`config.mk`:
```
export PLATFORM = sky130hd
export DESIGN_NAME = hazard_scoreboard_ctrlr
export DESIGN_NICKNAME = d
export VERILOG_FILES = /design/src/rtl/hazard_scoreboard_ctrlr.sv
export SDC_FILE = /design/constraint.sdc
export NUM_CORES = 1
export LEC_CHECK = 0
export CORE_ASPECT_RATIO = 1.1
export CORE_MARGIN = 1.5
export CORE_UTILIZATION = 24
export DETAILED_ROUTE_END_ITERATION = 10
export PLACE_DENSITY = 0.47
export SYNTH_ARGS = -nofsm -noshare
export SYNTH_HDL_FRONTEND = slang
export SYNTH_SLANG_ARGS = --single-unit
```
`constraint.sdc`:
```
create_clock -name clock -period 3.5 [get_ports clock]
set_input_delay 0.7 -clock clock [delete_from_list [all_inputs] [get_ports clock]]
set_output_delay 0.7 -clock clock [all_outputs]
set_load 0.005 [all_outputs]
```
`src/rtl/hazard_scoreboard_ctrlr.sv`:
```
// hazard_scoreboard_ctrlr
//  Hazard/forwarding controller for a D->E->M->W pipeline with a multi-cycle
//  MUL/DIV unit. Keeps a registered shadow of the E/M/W destinations, decides
//  the decode stall and per-operand bypass selects, tracks MUL/DIV occupancy
//  and counts stalled issue cycles (saturating).
// Ports
//  clock, reset                 rising-edge clock, async active-high reset
//  i_issue_valid                decode holds a valid instruction
//  i_rs_addr/i_rs_used          source A address / read enable
//  i_rt_addr/i_rt_used          source B address / read enable
//  i_dst_addr/i_dst_wr          destination address / write enable
//  i_dst_class                  0=ALU 1=LOAD 2=MULDIV 3=ALU
//  i_flush                      kill decode instruction and E entry
//  i_cnt_clear                  synchronous clear of o_stall_count
//  o_stall                      hold decode/fetch, bubble into E (comb)
//  o_rs_fwd_sel/o_rt_fwd_sel    0=regfile 1=EX 2=MEM 3=WB (comb)
//  o_muldiv_busy                MUL/DIV countdown nonzero
//  o_stall_count                saturating stalled-issue-cycle count
module hazard_scoreboard_ctrlr #(
    parameter int unsigned ADDR_W     = 5,
    parameter int unsigned MULDIV_LAT = 4,
    parameter int unsigned CNT_W      = 16,
    parameter int unsigned ZERO_REG   = 1
) (
    input  logic              clock,
    input  logic              reset,
    input  logic              i_issue_valid,
    input  logic [ADDR_W-1:0] i_rs_addr,
    input  logic              i_rs_used,
    input  logic [ADDR_W-1:0] i_rt_addr,
    input  logic              i_rt_used,
    input  logic [ADDR_W-1:0] i_dst_addr,
    input  logic              i_dst_wr,
    input  logic [1:0]        i_dst_class,
    input  logic              i_flush,
    input  logic              i_cnt_clear,
    output logic              o_stall,
    output logic [1:0]        o_rs_fwd_sel,
    output logic [1:0]        o_rt_fwd_sel,
    output logic              o_muldiv_busy,
    output logic [CNT_W-1:0]  o_stall_count
);

    localparam int unsigned CD_W = $clog2(MULDIV_LAT + 1);
    localparam logic [1:0] CLS_LOAD   = 2'd1;
    localparam logic [1:0] CLS_MULDIV = 2'd2;

    // Shadow pipeline entries
    logic              e_valid, m_valid, w_valid;
    logic [ADDR_W-1:0] e_addr, m_addr, w_addr;
    logic [1:0]        e_class, m_class, w_class;

    // MUL/DIV occupancy
    logic [CD_W-1:0]   md_cnt;
    logic [ADDR_W-1:0] md_dst;
    logic              md_wr;

    logic [CNT_W-1:0]  stall_cnt;

    logic rs_ok, rt_ok;
    logic rs_e, rs_m, rs_w, rt_e, rt_m, rt_w;
    logic md_busy_c, stall_c, accept_c, is_md_c;

    // A source participates only if read and not the hardwired zero register
    assign rs_ok = i_rs_used && !((ZERO_REG != 0) && (i_rs_addr == '0));
    assign rt_ok = i_rt_used && !((ZERO_REG != 0) && (i_rt_addr == '0));

    assign rs_e = rs_ok && e_valid && (e_addr == i_rs_addr);
    assign rs_m = rs_ok && m_valid && (m_addr == i_rs_addr);
    assign rs_w = rs_ok && w_valid && (w_addr == i_rs_addr);
    assign rt_e = rt_ok && e_valid && (e_addr == i_rt_addr);
    assign rt_m = rt_ok && m_valid && (m_addr == i_rt_addr);
    assign rt_w = rt_ok && w_valid && (w_addr == i_rt_addr);

    assign md_busy_c = (md_cnt != '0);
    assign is_md_c   = (i_dst_class == CLS_MULDIV);

    // Stall decision; flush and reset force it low
    always_comb begin
        logic load_use, md_raw, md_waw, md_struct, dst_ok;
        dst_ok    = i_dst_wr && !((ZERO_REG != 0) && (i_dst_addr == '0));
        load_use  = (rs_e || rt_e) && (e_class == CLS_LOAD);
        md_raw    = md_busy_c && md_wr &&
                    ((rs_ok && (i_rs_addr == md_dst)) || (rt_ok && (i_rt_addr == md_dst)));
        md_waw    = md_busy_c && md_wr && dst_ok && (i_dst_addr == md_dst);
        md_struct = is_md_c && (md_cnt > CD_W'(1));
        stall_c   = i_issue_valid && !i_flush && !reset &&
                    (load_use || md_raw || md_waw || md_struct);
    end

    assign accept_c = i_issue_valid && !stall_c && !i_flush;

    // Bypass selects, youngest stage first; a LOAD in E never forwards from E
    always_comb begin
        o_rs_fwd_sel = 2'd0;
        o_rt_fwd_sel = 2'd0;
        if (!reset) begin
            if (rs_e && (e_class != CLS_LOAD)) o_rs_fwd_sel = 2'd1;
            else if (rs_m)                     o_rs_fwd_sel = 2'd2;
            else if (rs_w)                     o_rs_fwd_sel = 2'd3;
            if (rt_e && (e_class != CLS_LOAD)) o_rt_fwd_sel = 2'd1;
            else if (rt_m)                     o_rt_fwd_sel = 2'd2;
            else if (rt_w)                     o_rt_fwd_sel = 2'd3;
        end
    end

    // Shadow pipeline advance; flush kills the E entry instead of passing it to M
    always_ff @(posedge clock or posedge reset) begin
        if (reset) begin
            e_valid <= 1'b0; e_addr <= '0; e_class <= 2'd0;
            m_valid <= 1'b0; m_addr <= '0; m_class <= 2'd0;
            w_valid <= 1'b0; w_addr <= '0; w_class <= 2'd0;
        end else begin
            e_valid <= accept_c && i_dst_wr && !is_md_c;
            e_addr  <= i_dst_addr;
            e_class <= i_dst_class;
            m_valid <= e_valid && !i_flush;
            m_addr  <= e_addr;
            m_class <= e_class;
            w_valid <= m_valid;
            w_addr  <= m_addr;
            w_class <= m_class;
        end
    end

    // MUL/DIV countdown; a new issue reloads even when the old one is finishing
    always_ff @(posedge clock or posedge reset) begin
        if (reset) begin
            md_cnt <= '0;
            md_dst <= '0;
            md_wr  <= 1'b0;
        end else if (accept_c && is_md_c) begin
            md_cnt <= CD_W'(MULDIV_LAT);
            md_dst <= i_dst_addr;
            md_wr  <= i_dst_wr;
        end else if (md_busy_c) begin
            md_cnt <= md_cnt - CD_W'(1);
        end
    end

    // Saturating stall-cycle counter, clear has priority
    always_ff @(posedge clock or posedge reset) begin
        if (reset) begin
            stall_cnt <= '0;
        end else if (i_cnt_clear) begin
            stall_cnt <= '0;
        end else if (i_issue_valid && stall_c && (stall_cnt != '1)) begin
            stall_cnt <= stall_cnt + CNT_W'(1);
        end
    end

    assign o_stall       = stall_c;
    assign o_muldiv_busy = md_busy_c;
    assign o_stall_count = stall_cnt;

endmodule

```
==> out/metrics.yaml <==
status: "complete, no violations"
dieArea_mm2: 0.01194
synthTopCellsByCount: "dfrtp_1 (45), xnor2_1 (33), nand3_1 (16)"
crit_buf_inv: 2
internal_power_mw: 1.032
p_per_area_mw_per_mm2: 385.4
postCtsHoldBufs: 0
hold_end: "w_valid"
yosysUniqueCellTypes: 48
yosysTopAreaCell: "dfrtp_1"
slew_violations: 0
fin_util_pct: 33.79
rows: 40
syn_area_mm2: 0.002711
routed_via_density: 4.551
max_freq_mhz: 287.4
tightestPinTransition_ns: 0.6503
slowest_delay_ns: 0.55
hp-class: "flip-flop to flip-flop"
rsz0062_at_grt: "true"
r2r_cells: 9
cp_max_fo: 3
regToRegSetupSlack_ns: 0.90
synth-edff-count: 0
maxSlewHeadroom_pct: 56.31
fin_nets: 366
cp_top_family: "buffers and inverters"
multi_input_area_mm2: 0.001479
grt_overflow: 0
drv_cap: 0
grt_pass1_vias: 2340
antenna_found_initial: 0
yosysMostFrequentCell: "dfrtp_1"
startpoint_type: "primary input"
finalSetupViolCount: 0
diodes: 0
fin_crit_ns: 3.480
track_usage_pct: 12.62
clock_sinks: 45
cts_tree: "done"
stdcell_count: 485
drive_gt1_share_pct: 21.60
synthTopCellsByArea: "dfrtp_1 (42%), xnor2_1 (11%), xor2_1 (3.9%)"
synth_flop_cell: "dfrtp_1"
firstDrtPassIters: 4
crit_arrival_ns: 2.78
dp.cells: 475
min_period_over_period_pct: 99.43
syn_inst: 267
crit_required_ns: 2.80
postSynthAreaPerCell_um2: 10.15
endpoint_kind: "output port"
switching_share_pct: 27.68
reg2reg_from: "md_cnt[0]"
clkPwrFrac_pct: 33.7
clock-root-buffer: "clkbuf_16"
p_leak_nw: 1.486
drt-initial-drc-count: 58
crit_type: "primary input to output port"
synthArstFlopShare_pct: 100.0
io_pins: 47
crit_path_frequent_cell: "clkdlybuf4s50_1"
clkSlewWorstSetupHoldPaths_ns: 0.06
num_vias: 2207
fillers: 1127
drc: 0
dp_hpwl_um: 5327
wl_per_cell_um: 14.63
combPwrFrac_pct: 23.0
die_y_um: 114.5
gp_congestion: 0.8345
clock_path_buffers: 2
crit_slowest_cell: "or4_4"
core_area_mm2: 0.01096
setup_tns_ns: 0
drt_wl_total_um: 7094
worst_hold_slack_ns: 0.4198
ys_warn_count: 0
path_cells: "clkdlybuf4s50_1 > or4_4 > o21ai_4 > nor3_2 > nand2_1 > o21ai_0 > nor2_1 > clkdlybuf4s50_1"
numCtsBuffers: 5
finalClockSkew_ns: 0.01483
grt_first_pass_wirelength_um: 11880
syn_nets: 296
peakVddDrop_mv: 0.2017
postRouteAntennaNets: 0
worstHoldStart: "m_valid"
start_util_pct: 24.74
grt_max_degree: 46
htreeDepth: 2
ys_ff_latch: 45
numPortBuffers: 46
clkLatencyLatePin_ns: 0.29
r2r-end: "o_stall_count[11]"
hold_viol: 0
ff_latch_area_mm2: 0.001126
seq_power_share_pct: 43.3
ys_seq_area_share_pct: 41.53
yosys.area.top_type_share_pct: 41.53
area_growth_pct: 36.59
holdPathStages: 0
fp.dieW_um: 104.3
p_sw_mw: 0.3951
[how the worst max path moves through the flow]
stage                     cells past startpoint         endpoint    startpoint  slack (ns)
after floorplan                               7          o_stall         reset        0.02
after global placement                        9          o_stall  i_rs_addr[4]       -0.05
after detailed placement                      9          o_stall  i_rs_addr[4]       -0.04
after CTS                                     9  o_rt_fwd_sel[0]  i_rt_addr[2]      0.0005
after global routing                         10  o_rt_fwd_sel[1]  i_rt_addr[1]       -0.08
final                                         8  o_rt_fwd_sel[1]  i_rt_addr[1]        0.02
[per-stage QoR]
| stage | instance area, um2 | total power [mW] | worst slack [ns] |
|---|---|---|---|
| 2_1_floorplan | 2711 | 0.8376 | 0.02489 |
| 3_3_place_gp | 3497 | 0.9493 | -0.04872 |
| 3_5_place_dp | 3497 | 0.9564 | -0.03716 |
| 4_1_cts | 3667 | 1.453 | 0.0004659 |
| 5_1_grt | 3704 | 1.522 | -0.08313 |
| 6_report | 3704 | 1.427 | 0.02005 |
[layout make-up]
class | instances | area share (%)
repair buffers | 80 | 19.97
multi-input cells | 199 | 39.93
well taps | 147 | 4.966
clock inverters | 2 | 0.3716
clock buffers | 6 | 3.750
inverters | 6 | 0.6081
flip-flops and latches | 45 | 30.41
[power by group through the flow]
stage | logic (mW) | clock network (mW) | registers, mW
after global placement | 0.323 | 0 | 0.626
after floorplan | 0.222 | 0 | 0.615
after global routing | 0.372 | 0.523 | 0.627
final | 0.328 | 0.481 | 0.618
after CTS | 0.334 | 0.500 | 0.619
after detailed placement | 0.328 | 0 | 0.629
[logic make-up after synthesis]
family / after synthesis / share of synthesized area (%)
adder cells (fa/ha/maj): 4 / 1.846
AO/OA/AOI/OAI: 47 / 12.64
AND/OR/NAND/NOR: 95 / 20.40
flip-flops: 45 / 41.53
buffers and inverters: 23 / 4.937
multiplexers: 8 / 4.107
XOR/XNOR: 45 / 14.54
[flip-flops by register name (all words and copies together), names as in the netlist]
signal,flops
m_addr,5
md_wr,1
e_valid,1
md_cnt,3
o_stall_count,16
m_valid,1
w_valid,1
md_dst,5
e_addr,5
w_addr,5
e_class,2
[placed cells by master (no fill, tap or decap), types with 2 or more instances in the layout]
master and count:
buf_4 33, o2111ai_1 2, o21ai_1 3, inv_2 2, nor4_1 4, or4_1 8, inv_1 4, and2_1 3
clkdlybuf4s50_1 37, xnor2_1 33, o21ai_4 2, dlymetal6s2s_1 6, ha_1 4, nand2b_1 2, nand3_1 16, or3_1 7
or4_4 2, a41o_1 2, xor2_1 12, a21oi_2 5, o31ai_1 8, nor3_2 4, nor4_2 2, nor3_1 4
nand2_1 15, dfrtp_1 45, nor2_2 2, o21ai_0 4, nand4_1 6, nor2b_1 3, dlygate4sd2_1 3, mux2_4 6
and3_1 3, clkbuf_16 5, a21oi_1 14, nor2_1 9
[routing by layer]
layer / global-route usage (%) / routed length, um / vias to the layer above
met1: 15.28 / 3274 / 1056
li1: - / - / 1095
met4: 4.074 / 108 / 0
met3: 2.504 / 262 / 10
met2: 22.50 / 3449 / 46
met5: 0 / 0 / -
[what timing repair did]
item / CTS / global route
pin swaps: 5 / 5
endpoints found under the setup margin: 3 / 4
buffers inserted: 2 / 0
resized for setup: 4 / 10
(Power assumes the default switching activity.)
